`src/rtl/mt_cu_pkg.sv`:
```
// mt_cu_pkg: shared opcodes, ALU/type codes and the decoded-bundle layout
// for the multi-threaded control unit.
package mt_cu_pkg;

   localparam logic [6:0] OP_RR   = 7'b0110011;
   localparam logic [6:0] OP_RI   = 7'b0010011;
   localparam logic [6:0] OP_LD   = 7'b0000011;
   localparam logic [6:0] OP_SD   = 7'b0100011;
   localparam logic [6:0] OP_LUI  = 7'b0110111;
   localparam logic [6:0] OP_BR   = 7'b1100011;
   localparam logic [6:0] OP_JAL  = 7'b1101111;
   localparam logic [6:0] OP_JALR = 7'b1100111;
   localparam logic [6:0] OP_CUST = 7'b1111111;

   localparam logic [2:0] F3_DONE = 3'b000;
   localparam logic [2:0] F3_TCFG = 3'b001;
   localparam logic [2:0] F3_PAT  = 3'b001;

   localparam logic [3:0] ALU_ADD = 4'b0000;
   localparam logic [3:0] ALU_SUB = 4'b0001;
   localparam logic [3:0] ALU_OR  = 4'b0010;
   localparam logic [3:0] ALU_AND = 4'b0011;
   localparam logic [3:0] ALU_SLL = 4'b0110;
   localparam logic [3:0] ALU_SRL = 4'b0111;

   localparam logic [3:0] ITYPE_RR   = 4'd0;
   localparam logic [3:0] ITYPE_RI   = 4'd1;
   localparam logic [3:0] ITYPE_LD   = 4'd2;
   localparam logic [3:0] ITYPE_SD   = 4'd3;
   localparam logic [3:0] ITYPE_LUI  = 4'd4;
   localparam logic [3:0] ITYPE_BR   = 4'd5;
   localparam logic [3:0] ITYPE_JAL  = 4'd6;
   localparam logic [3:0] ITYPE_JALR = 4'd7;

   localparam logic [2:0] BR_DEFAULT = 3'b010;

   typedef struct packed {
      logic [3:0] alu_op;
      logic       mem_lw;
      logic       mem_sw;
      logic       reg_wr_en;
      logic       source_reg;
      logic       mem_pattern;
      logic [3:0] inst_type;
      logic [2:0] branch_specifier;
      logic       is_done;
      logic       is_tcfg;
   } dec_bundle_t;

   localparam dec_bundle_t BUNDLE_DEFAULT = '{
      alu_op: ALU_ADD, mem_lw: 1'b0, mem_sw: 1'b0, reg_wr_en: 1'b0,
      source_reg: 1'b0, mem_pattern: 1'b0, inst_type: ITYPE_RR,
      branch_specifier: BR_DEFAULT, is_done: 1'b0, is_tcfg: 1'b0};

   // shared funct3 -> ALU map for register and immediate arithmetic
   function automatic logic [3:0] alu_from_funct3(input logic [2:0] f3, input logic sub);
      logic [3:0] op;
      op = ALU_ADD;
      case (f3)
         3'b000:  op = sub ? ALU_SUB : ALU_ADD;
         3'b001:  op = ALU_SLL;
         3'b101:  op = ALU_SRL;
         3'b110:  op = ALU_OR;
         3'b111:  op = ALU_AND;
         default: op = ALU_ADD;
      endcase
      return op;
   endfunction

   function automatic logic arith_f3_bad(input logic [2:0] f3);
      return (f3 == 3'b010) || (f3 == 3'b011) || (f3 == 3'b100);
   endfunction

endpackage

```
`src/rtl/mt_cu_decode.sv`:
```
// mt_cu_decode: combinational instruction decoder.
// Build option MT_CU_ILLEGAL_TRAP_EN: flag illegal encodings and squash their
// write/memory side effects; without it illegal encodings decode to the
// default bundle and the illegal flag is tied low.
module mt_cu_decode
   import mt_cu_pkg::*;
#(
   parameter int PATTERN_AW = 5
) (
   input  logic [31:0]           inst,
   output dec_bundle_t           bundle,
   output logic [PATTERN_AW-1:0] pattern_addr,
   output logic                  illegal
);

   logic [6:0]            opcode;
   logic [2:0]            funct3;
   dec_bundle_t           raw;
   logic [PATTERN_AW-1:0] raw_paddr;
   logic                  raw_illegal;
   logic                  unused_inst;

   assign opcode      = inst[6:0];
   assign funct3      = inst[14:12];
   assign unused_inst = ^inst;

   // opcode/funct3 table lookup
   always_comb begin
      raw         = BUNDLE_DEFAULT;
      raw_paddr   = '0;
      raw_illegal = 1'b0;
      case (opcode)
         OP_RR: begin
            raw.reg_wr_en  = 1'b1;
            raw.source_reg = 1'b1;
            raw.inst_type  = ITYPE_RR;
            raw.alu_op     = alu_from_funct3(funct3, inst[30]);
            raw_illegal    = arith_f3_bad(funct3);
         end
         OP_RI: begin
            raw.reg_wr_en = 1'b1;
            raw.inst_type = ITYPE_RI;
            raw.alu_op    = alu_from_funct3(funct3, 1'b0);
            raw_illegal   = arith_f3_bad(funct3);
         end
         OP_LD: begin
            raw.reg_wr_en = 1'b1;
            raw.inst_type = ITYPE_LD;
            if (funct3 == F3_PAT) begin
               raw.mem_pattern = 1'b1;
               raw_paddr       = inst[31 -: PATTERN_AW];
            end else begin
               raw.mem_lw = 1'b1;
            end
         end
         OP_SD: begin
            raw.inst_type = ITYPE_SD;
            raw.mem_sw    = 1'b1;
         end
         OP_LUI: begin
            raw.inst_type = ITYPE_LUI;
            raw.reg_wr_en = 1'b1;
         end
         OP_BR: begin
            raw.source_reg       = 1'b1;
            raw.inst_type        = ITYPE_BR;
            raw.alu_op           = ALU_SUB;
            raw.branch_specifier = funct3;
         end
         OP_JAL: begin
            raw.reg_wr_en = 1'b1;
            raw.inst_type = ITYPE_JAL;
         end
         OP_JALR: begin
            raw.reg_wr_en = 1'b1;
            raw.inst_type = ITYPE_JALR;
         end
         OP_CUST: begin
            raw.is_done = (funct3 == F3_DONE);
            raw.is_tcfg = (funct3 == F3_TCFG);
            raw_illegal = (funct3 != F3_DONE) && (funct3 != F3_TCFG);
         end
         default: raw_illegal = 1'b1;
      endcase
   end

   // illegal-encoding policy
   always_comb begin
      bundle       = raw;
      pattern_addr = raw_paddr;
`ifdef MT_CU_ILLEGAL_TRAP_EN
      illegal = raw_illegal;
      if (raw_illegal) begin
         bundle.reg_wr_en   = 1'b0;
         bundle.mem_lw      = 1'b0;
         bundle.mem_sw      = 1'b0;
         bundle.mem_pattern = 1'b0;
      end
`else
      illegal = 1'b0;
      if (raw_illegal) begin
         bundle       = BUNDLE_DEFAULT;
         pattern_addr = '0;
      end
`endif
   end

endmodule

```
`src/rtl/mt_control_unit.sv`:
```
// mt_control_unit: per-thread decode stage with a single-entry output
// register, sticky per-thread done flags and the fetch thread scheduler.
// Build option MT_CU_ILLEGAL_TRAP_EN is handled inside mt_cu_decode.
module mt_control_unit
   import mt_cu_pkg::*;
#(
   parameter int NUM_THREADS = 4,
   parameter int THREAD_W    = $clog2(NUM_THREADS),
   parameter int PATTERN_AW  = 5
) (
   input  logic                   clk,
   input  logic                   rst,
   input  logic                   restart,
   input  logic                   inst_valid,
   output logic                   inst_ready,
   input  logic [31:0]            inst,
   input  logic [THREAD_W-1:0]    inst_tid,
   output logic                   dec_valid,
   input  logic                   dec_ready,
   output logic [THREAD_W-1:0]    dec_tid,
   output logic [3:0]             alu_op,
   output logic                   mem_lw,
   output logic                   mem_sw,
   output logic                   reg_wr_en,
   output logic                   source_reg,
   output logic                   mem_pattern,
   output logic [3:0]             inst_type,
   output logic [PATTERN_AW-1:0]  pattern_addr,
   output logic [2:0]             branch_specifier,
   output logic                   dec_illegal,
   output logic [NUM_THREADS-1:0] thread_done,
   output logic                   all_done,
   output logic [THREAD_W-1:0]    sched_tid,
   output logic                   sched_mode
);

   dec_bundle_t           dec_bundle;
   logic [PATTERN_AW-1:0] dec_paddr;
   logic                  dec_ill;

   logic                   dec_valid_q, dec_valid_d;
   dec_bundle_t            bundle_q, bundle_d;
   logic [PATTERN_AW-1:0]  paddr_q, paddr_d;
   logic [THREAD_W-1:0]    tid_q, tid_d;
   logic                   illegal_q, illegal_d;
   logic [NUM_THREADS-1:0] done_q, done_d;
   logic                   mode_q, mode_d;
   logic [THREAD_W-1:0]    fixed_q, fixed_d;
   logic [THREAD_W-1:0]    rr_q, rr_d;
   logic [THREAD_W-1:0]    cand;
   logic                   accept, take;

   mt_cu_decode #(.PATTERN_AW(PATTERN_AW)) u_decode (
      .inst         (inst),
      .bundle       (dec_bundle),
      .pattern_addr (dec_paddr),
      .illegal      (dec_ill)
   );

   // a thread that has already signalled DONE is accepted but dropped
   assign inst_ready = !dec_valid_q || dec_ready;
   assign accept     = inst_valid && inst_ready;
   assign take       = accept && !done_q[inst_tid];

   // output register: load on take, drain on dec_ready, hold while stalled
   always_comb begin
      dec_valid_d = dec_valid_q;
      bundle_d    = bundle_q;
      paddr_d     = paddr_q;
      tid_d       = tid_q;
      illegal_d   = illegal_q;
      if (take) begin
         dec_valid_d = 1'b1;
         bundle_d    = dec_bundle;
         paddr_d     = dec_paddr;
         tid_d       = inst_tid;
         illegal_d   = dec_ill;
      end else if (dec_ready) begin
         dec_valid_d = 1'b0;
      end
   end

   // done flags and scheduler configuration; restart overrides same-cycle DONE/TCFG
   always_comb begin
      done_d  = done_q;
      mode_d  = mode_q;
      fixed_d = fixed_q;
      if (take && dec_bundle.is_done) done_d[inst_tid] = 1'b1;
      if (take && dec_bundle.is_tcfg) begin
         mode_d  = inst[20];
         fixed_d = inst[21 +: THREAD_W];
      end
      if (restart) begin
         done_d  = '0;
         mode_d  = 1'b0;
         fixed_d = '0;
      end
   end

   // round-robin pointer: nearest higher thread not done after this cycle's update;
   // scanning from the far end lets the closest candidate win, and no candidate means hold
   always_comb begin
      rr_d = rr_q;
      cand = '0;
      if (take && !mode_q) begin
         for (int i = NUM_THREADS; i >= 1; i--) begin
            cand = THREAD_W'((int'(rr_q) + i) % NUM_THREADS);
            if (!done_d[cand]) rr_d = cand;
         end
      end
      if (restart) rr_d = '0;
   end

   // state registers
   always_ff @(posedge clk or posedge rst) begin
      if (rst) begin
         dec_valid_q <= 1'b0;
         bundle_q    <= BUNDLE_DEFAULT;
         paddr_q     <= '0;
         tid_q       <= '0;
         illegal_q   <= 1'b0;
         done_q      <= '0;
         mode_q      <= 1'b0;
         fixed_q     <= '0;
         rr_q        <= '0;
      end else begin
         dec_valid_q <= dec_valid_d;
         bundle_q    <= bundle_d;
         paddr_q     <= paddr_d;
         tid_q       <= tid_d;
         illegal_q   <= illegal_d;
         done_q      <= done_d;
         mode_q      <= mode_d;
         fixed_q     <= fixed_d;
         rr_q        <= rr_d;
      end
   end

   assign dec_valid        = dec_valid_q;
   assign dec_tid          = tid_q;
   assign alu_op           = bundle_q.alu_op;
   assign mem_lw           = bundle_q.mem_lw;
   assign mem_sw           = bundle_q.mem_sw;
   assign reg_wr_en        = bundle_q.reg_wr_en;
   assign source_reg       = bundle_q.source_reg;
   assign mem_pattern      = bundle_q.mem_pattern;
   assign inst_type        = bundle_q.inst_type;
   assign branch_specifier = bundle_q.branch_specifier;
   assign pattern_addr     = paddr_q;
   assign dec_illegal      = illegal_q;
   assign thread_done      = done_q;
   assign all_done         = &done_q;
   assign sched_mode       = mode_q;
   assign sched_tid        = mode_q ? fixed_q : rr_q;

endmodule

```
`config.mk`:
```
export PLATFORM = sky130hd
export DESIGN_NAME = mt_control_unit
export DESIGN_NICKNAME = d
export VERILOG_FILES = /design/src/rtl/mt_cu_pkg.sv /design/src/rtl/mt_cu_decode.sv /design/src/rtl/mt_control_unit.sv
export SDC_FILE = /design/constraint.sdc
export NUM_CORES = 1
export LEC_CHECK = 0
export ABC_CLOCK_PERIOD_IN_PS = 4890
export BUFFER_PORTS_ARGS = -buffer_cell sky130_fd_sc_hd__buf_2
export CORE_ASPECT_RATIO = 1.4
export CORE_MARGIN = 5
export CORE_UTILIZATION = 54
export CTS_BUF_LIST = sky130_fd_sc_hd__clkbuf_4 sky130_fd_sc_hd__clkbuf_8
export CTS_CLUSTER_SIZE = 14
export DETAILED_ROUTE_END_ITERATION = 8
export PLACE_DENSITY = 0.91
export SLEW_MARGIN = 30
export SYNTH_ARGS = -nofsm -noshare
export SYNTH_HDL_FRONTEND = slang
export SYNTH_SLANG_ARGS = --single-unit
```
`constraint.sdc`:
```
create_clock -name clk -period 4.89 [get_ports clk]
set_clock_uncertainty 0.2 [all_clocks]
set_input_delay 0 -clock clk [delete_from_list [all_inputs] [get_ports clk]]
set_output_delay 0 -clock clk [all_outputs]
set_load 0.02 [all_outputs]
```
==> impl_metrics.yaml, run 1 <==
power_and_ir_drop:
  power_density_nw_per_um2: 266.9
  clkPwrFrac: 0.411
  p_sw_frac: 0.2791
  leakage_uw: 0.001269
  p_int_uw: 473.8
  combPwrFrac: 0.174
  ir_drop_uv: 271.3
  switchingPower_uw: 183.4
  seqPwrFrac: 0.415
setup_path:
  worst-path-buf-inv: 1
  r2r_start: "thread_done[1]"
  slowest_stage: "or3_1"
  startpoint: "thread_done[1]"
  crit_family: "simple AND/OR/NAND/NOR gates"
  path_class: "reg2reg"
  slowest_delay_ns: 0.69
  cp-endpoint: "sched_mode"
  cp.depth: 6
  cp-end-kind: "flip-flop"
  r2r_cells: 6
  timing.rr.end: "sched_mode"
  cp_data_required_time_ns: 4.86
  start_kind: "flip-flop"
  crit_chain: "mux4_2 -> or3_1 -> or4_1 -> mux2i_1 -> nor2_1 -> dlygate4sd3_1"
  worstPathArrival_ns: 3.43
  cp_max_fo: 24
  reg2reg_slack_ns: 1.43
clock_tree:
  clock_latency_ns: 0.29
  post-cts-setup-buffer-count: 0
  cts-root-buf: "clkbuf_8"
  cts_tree: "done"
  clock_sinks: 31
  h-tree-depth: 2
  cts_buffers: 5
  clockBufferDepth: 2
  clk_pin_slew_worst_paths_ns: 0.07
synth:
  synth_top_area_frac: 0.4104
  syn_inst: 195
  synth.yosys.seq_area_share: 0.4248
  syn_avg_cell_area_um2: 9.381
  synth_area_leaders: "dfrtp_1 41%, a22o_1 5.3%, nand2_1 3.7%"
  synthDistinctLibCells: 50
  syn_area_um2: 1829
  yosys_warnings: 0
  synth_top_cell_by_area: "dfrtp_1"
  yosys_register_bits: 31
place:
  post_dp_cell_area_um2: 2085
  hpwl_um: 3232
  port_buffers: 55
  dp_slack_ns: 1.636
  gp_routability_congestion: 0.8561
final_layout:
  finalNetCount: 310
  final_common_cell: "buf_2"
  seq_area_um2: 777.0
  multi_input_area_um2: 925.9
  nFillCells: 229
  synthToLayoutAreaGrowth_pct: 34.61
  most-common-layout-cells: "55 x buf_2, 30 x dfrtp_1, 26 x dlygate4sd3_1, 18 x nand2_1, 16 x nor2_1"
  largest_reg_flops: 5
  insertedDiodeCount: 0
  postLayoutCoreUtil: 0.7426
  stdcell_area_um2: 2462
  layout-drive-gt1-share: 0.2794
route:
  via_per_inst: 6.131
  drtIter0Drc: 134
  routed_wirelength_um: 5557
  post_drt_wl_per_cell_um: 17.81
  dr.pass1.iters: 4
  drc: 0
  vias: 1913
  ant_nets: 0
floorplan:
  die_h_um: 78.87
  die_area_um2: 4668
  ioPinCount: 73
  die_w_um: 59.19
  start_util: 0.5517
  row_count: 25
  core_um2: 3316
sta:
  rsz0062_at_grt: "false"
  fin_tns_setup_ns: 0
  period_needed_ns: 3.455
  hold_violations: 0
  worst_pin_slew_ns: 0.8930
  maxSlewViolCount: 0
  fin_ws_ns: 1.435
  setup_violations: 0
  fin_crit_sh: 0.7066
  fmax_mhz: 289.4
  maxSlewHeadroom: 0.4047
worst_hold_path:
  hold_start: "inst[6]"
  hold_path_class: "in2reg"
outcome:
  outcome: "finished clean"
global_routing:
  grt_pass1_vias: 1877
  groute.usage.overall: 0.2531
  grt_pass1_wl_um: 8990
  grt_max_degree: 32
  antenna_found_initial: 0
  grt-ovfl-total: 0
job:
  maxCapViolCount: 0
-- metal layers --
layer	routed length, um	GRT usage	vias to the layer above
met5	0	0	-
met4	227	0.1224	0
met3	427	0.06179	22
met2	2942	0.4354	99
met1	1960	0.2823	923
li1	-	-	869
-- cell usage after synthesis (all sizes together) --
master   instances
mux4             1
a2111oi          1
nor4b            2
inv             13
or3b             1
or3              3
nor2            16
a32o             5
o2bb2ai          1
o211ai           2
nand2           18
and2             2
conb             1
and3             2
and4             2
a31oi            4
o32ai            1
a31o             1
o22a             1
mux2             4
a22o            12
nor2b            3
a22oi            2
nand2b           1
clkbuf           6
a211oi           2
dfrtp           30
or2              1
o2111ai          1
o21ai           11
or4              2
a221o            1
o41ai            1
mux2i            6
a21oi            7
a21o             3
nand3            6
dfstp            1
o31ai            2
buf              9
nor4             1
nor3             6
-- cell type report --
class,count,area share
clock inverter,2,0.01423
timing repair buffer,82,0.2205
clock buffer,6,0.03354
multi-input combinational,138,0.3760
tap,40,0.02033
sequential,31,0.3155
inverter,13,0.01982
-- per-stage QoR --
stage	total power (uW)	instances	hold slack, ns
5_1_grt	675.3	312	0.08918
3_3_place_gp	367.6	278	-0.1069
3_5_place_dp	370.1	278	-0.1022
4_1_cts	648.6	312	0.04951
2_1_floorplan	341.5	197	-0.1105
6_report	657.2	312	0.05868
-- kinds of logic after synthesis --
logic type,share of synthesized area
simple gates,0.1847
compound gates,0.2455
buf+inv,0.07319
flops,0.4248
mux,0.06977
other cells,0.002050
-- power by group through the flow --
stage          combinational (uW)  sequential (uW)  clock (uW)
2_1_floorplan                63.7              278           0
3_3_place_gp                 91.1              276           0
3_5_place_dp                 93.4              277           0
4_1_cts                       110              272         266
5_1_grt                       125              273         276
6_report                      114              272         270
-- worst min path at each step --
stage          slack [ns]  cells after the start        endpoint
2_1_floorplan       -0.11                      1  thread_done[3]
3_3_place_gp        -0.11                      3     mem_pattern
3_5_place_dp        -0.10                      3     mem_pattern
4_1_cts              0.05                      4    inst_type[0]
5_1_grt              0.09                      4    inst_type[0]
6_report             0.06                      4    inst_type[0]
-- worst reg2reg max path, cell delays in order (launching register included) --
cell and delay (ns):
dfrtp_1 0.47, mux4_2 0.48, or3_1 0.69, or4_1 0.66, mux2i_1 0.22, nor2_1 0.06, dlygate4sd3_1 0.56
-- repair_timing --
item	in CTS	in global routing
hold buffers	26	0
endpoints found under the hold margin	58	0
resized for setup	0	0
Power figures use the tool's default switching activity.
==> run 2: changes to the inputs <==
--- a/config.mk
+++ b/config.mk
@@ -5,15 +5,16 @@
 export SDC_FILE = /design/constraint.sdc
 export NUM_CORES = 1
 export LEC_CHECK = 0
-export ABC_CLOCK_PERIOD_IN_PS = 4890
+export ABC_AREA = 1
+export ABC_CLOCK_PERIOD_IN_PS = 3400
 export BUFFER_PORTS_ARGS = -buffer_cell sky130_fd_sc_hd__buf_2
 export CORE_ASPECT_RATIO = 1.4
 export CORE_MARGIN = 5
-export CORE_UTILIZATION = 54
+export CORE_UTILIZATION = 50
 export CTS_BUF_LIST = sky130_fd_sc_hd__clkbuf_4 sky130_fd_sc_hd__clkbuf_8
 export CTS_CLUSTER_SIZE = 14
 export DETAILED_ROUTE_END_ITERATION = 8
-export PLACE_DENSITY = 0.91
+export PLACE_DENSITY = 0.85
 export SLEW_MARGIN = 30
 export SYNTH_ARGS = -nofsm -noshare
 export SYNTH_HDL_FRONTEND = slang
==> constraint.sdc (replaced) <==
create_clock -name clk -period 3.4 [get_ports clk]
set_clock_uncertainty 0.2 [all_clocks]
set_input_delay 0 -clock clk [delete_from_list [all_inputs] [get_ports clk]]
set_output_delay 0 -clock clk [all_outputs]
set_load 0.02 [all_outputs]
==> impl_metrics.yaml, run 2 <==
clock_tree:
  clockBufferDepth: 2
  cts-root-buf: "clkbuf_8"
  clock_latency_ns: 0.28
  h-tree-depth: 2
  cts_buffers: 5
  clk_pin_slew_worst_paths_ns: 0.07
  cts_tree: "done"
  clock_sinks: 31
floorplan:
  die_w_um: 61.14
  start_util: 0.5069
  core_um2: 3611
  ioPinCount: 73
  die_area_um2: 4988
  die_h_um: 81.59
  row_count: 26
route:
  drc: 0
  post_drt_wl_per_cell_um: 12.80
  dr.pass1.iters: 4
  drtIter0Drc: 62
  ant_nets: 0
  routed_wirelength_um: 4799
  via_per_inst: 5.091
  vias: 1909
place:
  port_buffers: 55
  post_dp_cell_area_um2: 2122
  gp_routability_congestion: 0.8444
  dpl.cell_count: 330
  hpwl_um: 3210
power_and_ir_drop:
  seqPwrFrac: 0.391
  p_int_uw: 733.5
  ir_drop_uv: 444.8
  combPwrFrac: 0.258
  clkPwrFrac: 0.351
  p_sw_frac: 0.3073
  power_density_nw_per_um2: 407.3
  switchingPower_uw: 325.5
  leakage_uw: 0.001415
final_layout:
  finalNetCount: 371
  seq_area_um2: 777.0
  most-common-layout-cells: "57 x nand2_1, 55 x buf_2, 33 x dlygate4sd3_1, 32 x inv_1, 30 x dfrtp_1"
  largest_reg_flops: 5
  stdcell_area_um2: 2600
  multi_input_area_um2: 878.3
  synthToLayoutAreaGrowth_pct: 42.04
  layout-drive-gt1-share: 0.2913
  insertedDiodeCount: 0
  layout.cells.non_filler: 375
  nFillCells: 288
  final_common_cell: "nand2_1"
  postLayoutCoreUtil: 0.7200
sta:
  worst_pin_slew_ns: 0.6369
  maxSlewViolCount: 0
  maxSlewHeadroom: 0.5748
  fin_tns_setup_ns: 0
  whs_ns: 0.04059
  hold_violations: 0
  period_needed_ns: 3.063
  rsz0062_at_grt: "false"
  setup_violations: 0
  fin_crit_sh: 0.9008
  fmax_mhz: 326.5
synth:
  ys_top_cells_by_count: "57 x nand2_1, 33 x inv_1, 30 x dfrtp_1"
  syn_avg_cell_area_um2: 7.691
  syn_inst: 238
  synth.yosys.seq_area_share: 0.4245
  yosys_register_bits: 31
  synth_area_leaders: "dfrtp_1 41%, nand2_1 12%, inv_1 6.8%"
  synth_top_cell_by_area: "dfrtp_1"
  synth_top_flop_cell: "dfrtp_1"
  syn_area_um2: 1831
  synthArstFlopShare: 1.000
  synth_top_area_frac: 0.4101
  synthDistinctLibCells: 31
  synth.most_common_cell: "nand2_1"
  synth-edff-count: 0
  yosys_warnings: 0
global_routing:
  groute.usage.overall: 0.2044
  grt_max_degree: 31
  antenna_found_initial: 0
  grt-ovfl-total: 0
  grt_pass1_wl_um: 7769
  grt_pass1_vias: 1849
setup_path:
  cp_data_required_time_ns: 3.42
  worstPathArrival_ns: 3.09
  cp-end-kind: "flip-flop"
  cp_max_fo: 25
  path_class: "in2reg"
  start_kind: "input port"
outcome:
  outcome: "finished clean"
worst_hold_path:
  hold_path_class: "in2reg"
job:
  maxCapViolCount: 0
[run 2: changes by cell type after synthesis, moves of 5 or more]
| cell | change |
|---|---|
| o21ai_0 | +13 |
| a32o_1 | -5 |
| nand3_1 | +17 |
| nand2_1 | +39 |
| nand3_2 | +9 |
| inv_1 | +20 |
| nand2_2 | +8 |
| mux2i_1 | -6 |
| a22o_1 | -11 |
[run 2: critical path: stages]
cell	delay (ns)
dlygate4sd3_1	0.53
buf_2	0.15
inv_1	0.07
nand3_1	0.08
nand3_2	0.10
nor2_4	0.18
inv_2	0.20
o41ai_4	0.40
nand3_1	0.13
dlygate4sd3_1	0.59
o21ai_0	0.08
dlygate4sd3_1	0.57
[run 2: timing repair]
item / in CTS / in global routing
endpoints found under the setup margin: 0 / 2
resized for setup: 0 / 0
buffers inserted: 0 / 4
hold buffers: 33 / 0
endpoints found under the hold margin: 55 / 0
[run 2: routing by layer]
layer,share of wire,track usage,up-vias
li1,-,-,953
met1,0.39,0.2256,878
met2,0.52,0.3612,69
met3,0.072,0.04560,9
met4,0.017,0.09328,0
met5,0,0,-
[run 2: worst paths after layout]
| kind | start | end | slack (ns) | cells past startpoint |
|---|---|---|---|---|
| worst max-delay path | inst_tid[0] | fixed_q[1] | 0.34 | 12 |
| worst min-delay path | inst[2] | inst_type[2] | 0.04 | 5 |
| worst max register to register | thread_done[1] | fixed_q[1] | 0.39 | 9 |
| worst min register to register | dec_tid[0] | dec_tid[0] | 0.28 | 2 |
| max in group asynchronous | rst | inst_type[2] | 2.36 | 4 |
| min in group asynchronous | rst | thread_done[1] | 0.14 | 3 |
[run 2: metrics by stage]
stage          power [uW]  worst slack [ns]
2_1_floorplan       599.5             1.282
3_3_place_gp        651.5             1.301
3_5_place_dp        657.3             1.271
4_1_cts              1058            0.2068
5_1_grt              1119            0.1446
6_report             1059            0.3372
[run 2: layout make-up]
type,instances,share of cell area
multi-input cells,166,0.3378
flip-flops and latches,31,0.2988
repair buffers,93,0.2474
inverters,35,0.05053
clock buffers,6,0.03176
well taps,42,0.02021
clock inverters,2,0.01347
[run 2: cell families after synthesis]
group,after synthesis,share of synthesized area
and+or+nand+nor,125,0.3425
buffers and inverters,43,0.09980
AOI/OAI and AO/OA,37,0.1265
DFF,31,0.4245
xor gates and xnor gates,1,0.004786
other,1,0.002049
[run 2: power by group through the flow]
| stage | Clock, uW | Combinational, uW | Sequential, uW |
|---|---|---|---|
| after global routing | 399 | 303 | 418 |
| after global placement | 0 | 233 | 419 |
| after detailed placement | 0 | 237 | 420 |
| final | 372 | 273 | 414 |
| after CTS | 379 | 265 | 413 |
| after floorplan | 0 | 182 | 417 |
